[config.mk]
export PLATFORM = sky130hd
export DESIGN_NAME = mem_port_arbiter
export DESIGN_NICKNAME = d
export VERILOG_FILES = /design/src/rtl/mem_port_arbiter.sv
export SDC_FILE = /design/constraint.sdc
export NUM_CORES = 1
export LEC_CHECK = 0
export ABC_AREA = 1
export ABC_CLOCK_PERIOD_IN_PS = 1400
export CAP_MARGIN = 20
export CORE_ASPECT_RATIO = 1.75
export CORE_MARGIN = 2
export CORE_UTILIZATION = 37
export DETAILED_ROUTE_END_ITERATION = 16
export PLACE_DENSITY_LB_ADDON = 0.1
export SLEW_MARGIN = 20
export SYNTH_ARGS = -nofsm -noshare
export SYNTH_HDL_FRONTEND = slang
export SYNTH_SLANG_ARGS = --single-unit
[constraint.sdc]
create_clock -name clk -period 1.4 [get_ports clk]
set_input_delay 0.42 -clock clk [delete_from_list [all_inputs] [get_ports clk]]
set_output_delay 0.42 -clock clk [all_outputs]
set_load 0.02 [all_outputs]
[src/rtl/mem_port_arbiter.sv]
// mem_port_arbiter: shares one external memory/MIO bus between the CPU's
// instruction-fetch port and its MEM-stage data port. One access is in
// flight at a time; read data is returned to the requester that owns it and
// a pipeline-wide stall is raised while any request is still outstanding.
// Optional bus-ready watchdog: define ARB_TIMEOUT_EN to build it in.
module mem_port_arbiter #(
  parameter int unsigned TIMEOUT_CYCLES = 255
) (
  input  logic        clk,
  input  logic        reset,
  input  logic        if_req,
  input  logic [31:0] if_addr,
  output logic [31:0] if_rdata,
  output logic        if_valid,
  input  logic        dm_req,
  input  logic        dm_we,
  input  logic [31:0] dm_addr,
  input  logic [31:0] dm_wdata,
  input  logic [3:0]  dm_be,
  output logic [31:0] dm_rdata,
  output logic        dm_valid,
  output logic        mem_req,
  output logic        mem_we,
  output logic [31:0] mem_addr,
  output logic [31:0] mem_wdata,
  output logic [3:0]  mem_be,
  input  logic [31:0] mem_rdata,
  input  logic        mem_ready,
  output logic        stall,
  output logic        bus_err
);

  typedef enum logic [1:0] {
    IDLE    = 2'd0,
    IF_BUSY = 2'd1,
    DM_BUSY = 2'd2
  } state_t;

  state_t      state;
  state_t      state_next;

  logic        if_elig;
  logic        dm_elig;
  logic        grant_if;
  logic        grant_dm;
  logic        finish;
  logic        abort;
  logic        timeout_hit;
  logic        prio_if;

  logic [31:0] bus_addr;
  logic [31:0] bus_wdata;
  logic        bus_we;
  logic [3:0]  bus_be;

  // A request whose completion pulse is showing this cycle is not eligible,
  // so a requester that has not yet dropped req is never granted twice.
  assign if_elig = if_req & ~if_valid;
  assign dm_elig = dm_req & ~dm_valid;

  assign stall = (if_req & ~if_valid) | (dm_req & ~dm_valid);

  // Bus registers are cleared whenever the arbiter returns to IDLE, so the
  // bus outputs read as zero there without extra gating.
  assign mem_req   = (state != IDLE);
  assign mem_we    = bus_we;
  assign mem_addr  = bus_addr;
  assign mem_wdata = bus_wdata;
  assign mem_be    = bus_be;

`ifdef ARB_TIMEOUT_EN
  localparam int raw_width   = $clog2(TIMEOUT_CYCLES + 1);
  localparam int count_width = (raw_width < 8) ? 8 : ((raw_width > 16) ? 16 : raw_width);
  localparam logic [count_width-1:0] count_last = count_width'(TIMEOUT_CYCLES - 1);

  logic [count_width-1:0] wd_count;
  logic                   err_q;

  // Watchdog counts busy cycles without mem_ready, restarting on each grant.
  always_ff @(posedge clk) begin
    if (reset) begin
      wd_count <= '0;
    end else if (grant_if || grant_dm) begin
      wd_count <= '0;
    end else if ((state != IDLE) && !mem_ready) begin
      wd_count <= wd_count + 1'b1;
    end
  end

  // Bus error stays set from the first abandoned access until reset.
  always_ff @(posedge clk) begin
    if (reset) begin
      err_q <= 1'b0;
    end else if (abort) begin
      err_q <= 1'b1;
    end
  end

  assign timeout_hit = (state != IDLE) && (wd_count == count_last);
  assign bus_err     = err_q;
`else
  logic unused_timeout;

  assign unused_timeout = ^TIMEOUT_CYCLES;
  assign timeout_hit    = 1'b0;
  assign bus_err        = 1'b0;
`endif

  // State register; reset abandons whatever access is in flight.
  always_ff @(posedge clk) begin
    if (reset) begin
      state <= IDLE;
    end else begin
      state <= state_next;
    end
  end

  // Next-state logic: arbitrate in IDLE, wait for ready (or the watchdog) when busy.
  always_comb begin
    state_next = state;
    grant_if   = 1'b0;
    grant_dm   = 1'b0;
    finish     = 1'b0;
    abort      = 1'b0;
    case (state)
      IDLE: begin
        if (if_elig && (!dm_elig || prio_if)) begin
          grant_if   = 1'b1;
          state_next = IF_BUSY;
        end else if (dm_elig) begin
          grant_dm   = 1'b1;
          state_next = DM_BUSY;
        end
      end
      IF_BUSY, DM_BUSY: begin
        if (mem_ready) begin
          finish     = 1'b1;
          state_next = IDLE;
        end else if (timeout_hit) begin
          abort      = 1'b1;
          state_next = IDLE;
        end
      end
      default: begin
        state_next = IDLE;
      end
    endcase
  end

  // Datapath: latch the granted port onto the bus, return read data and
  // pulse the owner's valid on completion, and rotate fetch/data priority.
  always_ff @(posedge clk) begin
    if (reset) begin
      bus_addr  <= '0;
      bus_wdata <= '0;
      bus_we    <= 1'b0;
      bus_be    <= '0;
      if_rdata  <= '0;
      dm_rdata  <= '0;
      if_valid  <= 1'b0;
      dm_valid  <= 1'b0;
      prio_if   <= 1'b0;
    end else begin
      if_valid <= 1'b0;
      dm_valid <= 1'b0;
      if (grant_if) begin
        bus_addr  <= if_addr;
        bus_wdata <= '0;
        bus_we    <= 1'b0;
        bus_be    <= 4'b1111;
      end else if (grant_dm) begin
        bus_addr  <= dm_addr;
        bus_wdata <= dm_we ? dm_wdata : 32'h0;
        bus_we    <= dm_we;
        bus_be    <= dm_we ? dm_be : 4'b1111;
      end else if (finish || abort) begin
        bus_addr  <= '0;
        bus_wdata <= '0;
        bus_we    <= 1'b0;
        bus_be    <= '0;
        if (state == IF_BUSY) begin
          if_valid <= 1'b1;
          if_rdata <= finish ? mem_rdata : 32'hDEAD_BEEF;
          prio_if  <= 1'b0;
        end else begin
          dm_valid <= 1'b1;
          if (!bus_we) begin
            dm_rdata <= finish ? mem_rdata : 32'hDEAD_BEEF;
          end
          if (if_req) begin
            prio_if <= 1'b1;
          end
        end
      end
    end
  end

endmodule

==> out/results.tsv <==
stage	metric	value	unit
placed_design	gp_congestion	0.827	
placed_design	pre_cts_slack	-0.764	ns
setup_path	crit_type	flop to flop	
yosys	synthCells	821	
clocking	clk_pin_slew_worst_paths	0.06	ns
timing	rsz0062_at_grt	yes	
power	seqPwrFrac	25.7	%
global_routing	track_usage	23.3	%
floorplan	num_io_pins	276	
route	drtAntennaViolNets	0	
finish	synthToLayoutAreaGrowth	72.1	%
clocking	clock_path_buffers	2	
setup_path	critPathLaunchType	flop	
yosys	ys_seq_elements	138	
setup_path	crit_path_top_delay_cell	dfxtp_2	
global_routing	use_met3	6.22	%
flow_run	drv_cap	0	
finish	final_cell_count_no_fill	1339	
power	vdd.ir_drop.worst	1.11	mV
finish	fillers	1458	
timing	period_share	111	%
placed_design	dp.cells	1277	
yosys	synth_compound_area_share	11.4	%
finish	multi_input_area	0.00301	mm2
timing	fin_crit	1.55	ns
clocking	cts_tree	yes	
clocking	clock_sinks	138	
setup_path	critPathMaxFanout	16	
power	switchingPower	8.25	mW
setup_path	critPathArrivalTime	1.89	ns
finish	finish.utilization	64.5	%
route	via_per_inst	4.99	
global_routing	grt_antenna_before_repair	0	
route	routed_wl	21500	um
timing	whs	0.455	ns
route	drc_errors	0	
power	p_leak	4.98	nW
route	wl_per_cell	16.0	um
power	internal_power	12.1	mW
route	vias	6681	
yosys	synth_nets	961	
global_routing	grt_busiest_layer	met2	
yosys	yosys-mux-area-fraction	0	%
power	pwr_density_cell	2000	mW/mm2
finish	drive_above_1_share	32.3	%
timing	setup_viol	132	
timing	fin_skew	0.0136	ns
finish	nets	1277	
floorplan	core-area	0.0158	mm2
global_routing	overflow	0	
global_routing	grt_use_met1	25.4	%
setup_path	cpPeakStageDelay	0.31	ns
timing	drv_slew	0	
timing	max_freq	644	MHz
run_status	violations	setup timing	
floorplan	rows	61	
yosys	syn_avg_cell_area	7.21	um2
yosys	synth.distinct_cells	27	
finish	regArea	0.00277	mm2
floorplan	die_h	171	um
timing	setup_tns	-12.08	ns
yosys	yosys.area_share.simple	30.4	%
global_routing	grt_pass1_vias	6218	
yosys	synth_top_family_by_area	simple AND/OR/NAND/NOR gates	
clocking	clkLatencyLatePin	0.41	ns
placed_design	port_buffers	274	
yosys	synth_fa_ha_area_share	0.423	%
power	p_sw_share	40.6	%
route	drtIter0Drc	147	
placed_design	dp_hpwl	14000	um
finish	final_common_cell	nand2_1	
global_routing	grt_max_degree	45	
floorplan	start_util	37.5	%
yosys	synth_xor_area_share	0	%
power	clockPowerShare	21.6	%
hold_path	min_path_type	flop to flop	
timing	setup_slack	-0.153	ns
clocking	cts_buffers	17	
timing	hold_viol_final	0	
finish	most-common-layout-cells	193 x nand2_1, 135 x clkdlybuf4s50_1, 134 x dfxtp_1	
finish	diodes	0	
floorplan	die_w	99.6	um
setup_path	cp_common_cell	inv_2	
route	first_pass_iters	5	
setup_path	worstPathRequired	1.73	ns
yosys	ys_warn_count	0	
clocking	cts_root_buf	clkbuf_16	
setup_path	critical_path.cell_chain	inv_2 > ha_4 > inv_2 > buf_6 > nor2_4 > buf_12 > clkbuf_16 > nand2_1 > a21oi_1	
yosys	yosysSeqAreaShare	46.7	%
setup_path	crit_path_end_kind	flop	
clocking	cts.htree.levels	4	
yosys	syn-cell-area	0.00592	mm2
power	power_frac_comb	52.7	%
global_routing	grt_pass1_wl	31600	um
global_routing	use_met2	42.5	%
floorplan	die-area	0.0171	mm2
run_status	status	complete, but fails checks	
==> power groups by stage <==
stage               Clock, mW  Combinational [mW]  Sequential (mW)
global route             4.65                11.5             5.33
finish                   4.39                10.7             5.23
CTS                      4.49                8.77             5.21
global placement            0                8.68             5.29
floorplan                   0                3.89             6.32
detailed placement          0                8.73             5.31
==> what timing repair did <==
action	in CTS	in global routing
cloned	4	9
hold buffers	0	0
setup endpoints to repair	272	142
pin swaps	32	46
buffers inserted	6	13
resized for setup	591	154
==> through the flow <==
step / instance area [um2] / total power [mW]
after floorplan: 5960 / 10.2
after global placement: 9180 / 14.0
after detailed placement: 9180 / 14.0
after CTS: 9350 / 18.5
after global routing: 10200 / 21.5
final: 10200 / 20.3
==> cells by family (layout without fill, tap and decap cells) <==
kind of cell / count (synthesis) / count (layout)
AOI/OAI and AO/OA: 134 / 134
buffers and inverters: 143 / 472
DFF: 138 / 138
other: 1 / 1
and+or+nand+nor: 403 / 403
adders and majority gates: 2 / 2
==> sequential cells by signal, indices dropped and copies added (netlist names) <==
register,count
if_valid,1
dm_rdata,32
mem_wdata,32
mem_be,4
if_rdata,32
state,2
mem_we,1
prio_if,1
mem_addr,32
dm_valid,1
==> synthesized netlist by cell type, drive strengths merged <==
| master | n | area, um2 |
|---|---|---|
| nand3 | 107 | 563 |
| nand2 | 241 | 930 |
| conb | 1 | 3.75 |
| buf | 50 | 302 |
| nand4 | 32 | 200 |
| nor3 | 1 | 16.3 |
| nor2 | 22 | 92.6 |
| o21bai | 1 | 7.51 |
| dfxtp | 138 | 2760 |
| inv | 78 | 293 |
| o22ai | 1 | 6.26 |
| clkbuf | 15 | 58.8 |
| ha | 2 | 25.0 |
| o21ai | 33 | 165 |
| a21oi | 99 | 495 |
==> final cells by class <==
class                   count  area share [%]
well taps                 189            2.32
multi-input cells         540            29.6
clock buffers              19            4.35
repair buffers            362            32.4
inverters                  78            2.95
clock inverters            13            1.28
flip-flops and latches    138            27.2
==> path summary, 6_finish.rpt <==
| check | start | endpoint | slack [ns] | depth (start not counted) |
|---|---|---|---|---|
| worst max-delay path | state[1]$_SDFFE_PP0P_ | mem_we$_SDFFE_PP0P_ | -0.15 | 9 |
| worst max register to register | state[1]$_SDFFE_PP0P_ | mem_we$_SDFFE_PP0P_ | -0.15 | 9 |
| worst min-delay path | dm_rdata[22]$_SDFFE_PP0P_ | dm_rdata[22]$_SDFFE_PP0P_ | 0.46 | 2 |
| worst min register to register | dm_rdata[22]$_SDFFE_PP0P_ | dm_rdata[22]$_SDFFE_PP0P_ | 0.46 | 2 |
==> critical path, delay by kind of cell, from the launching register on <==
kind | cells | cell delay, ns
AOI/OAI and AO/OA | 1 | 0.11
adders and majority gates | 1 | 0.16
buffers and inverters | 5 | 0.57
DFF | 1 | 0.31
and+or+nand+nor | 2 | 0.32
==> per-layer routing <==
metal	vias up	routed length [um]
li1	3296	-
met1	3119	7690
met2	230	11800
met3	36	1340
met4	0	641
met5	-	0
Note: power is estimated with default switching activity, not from simulation.
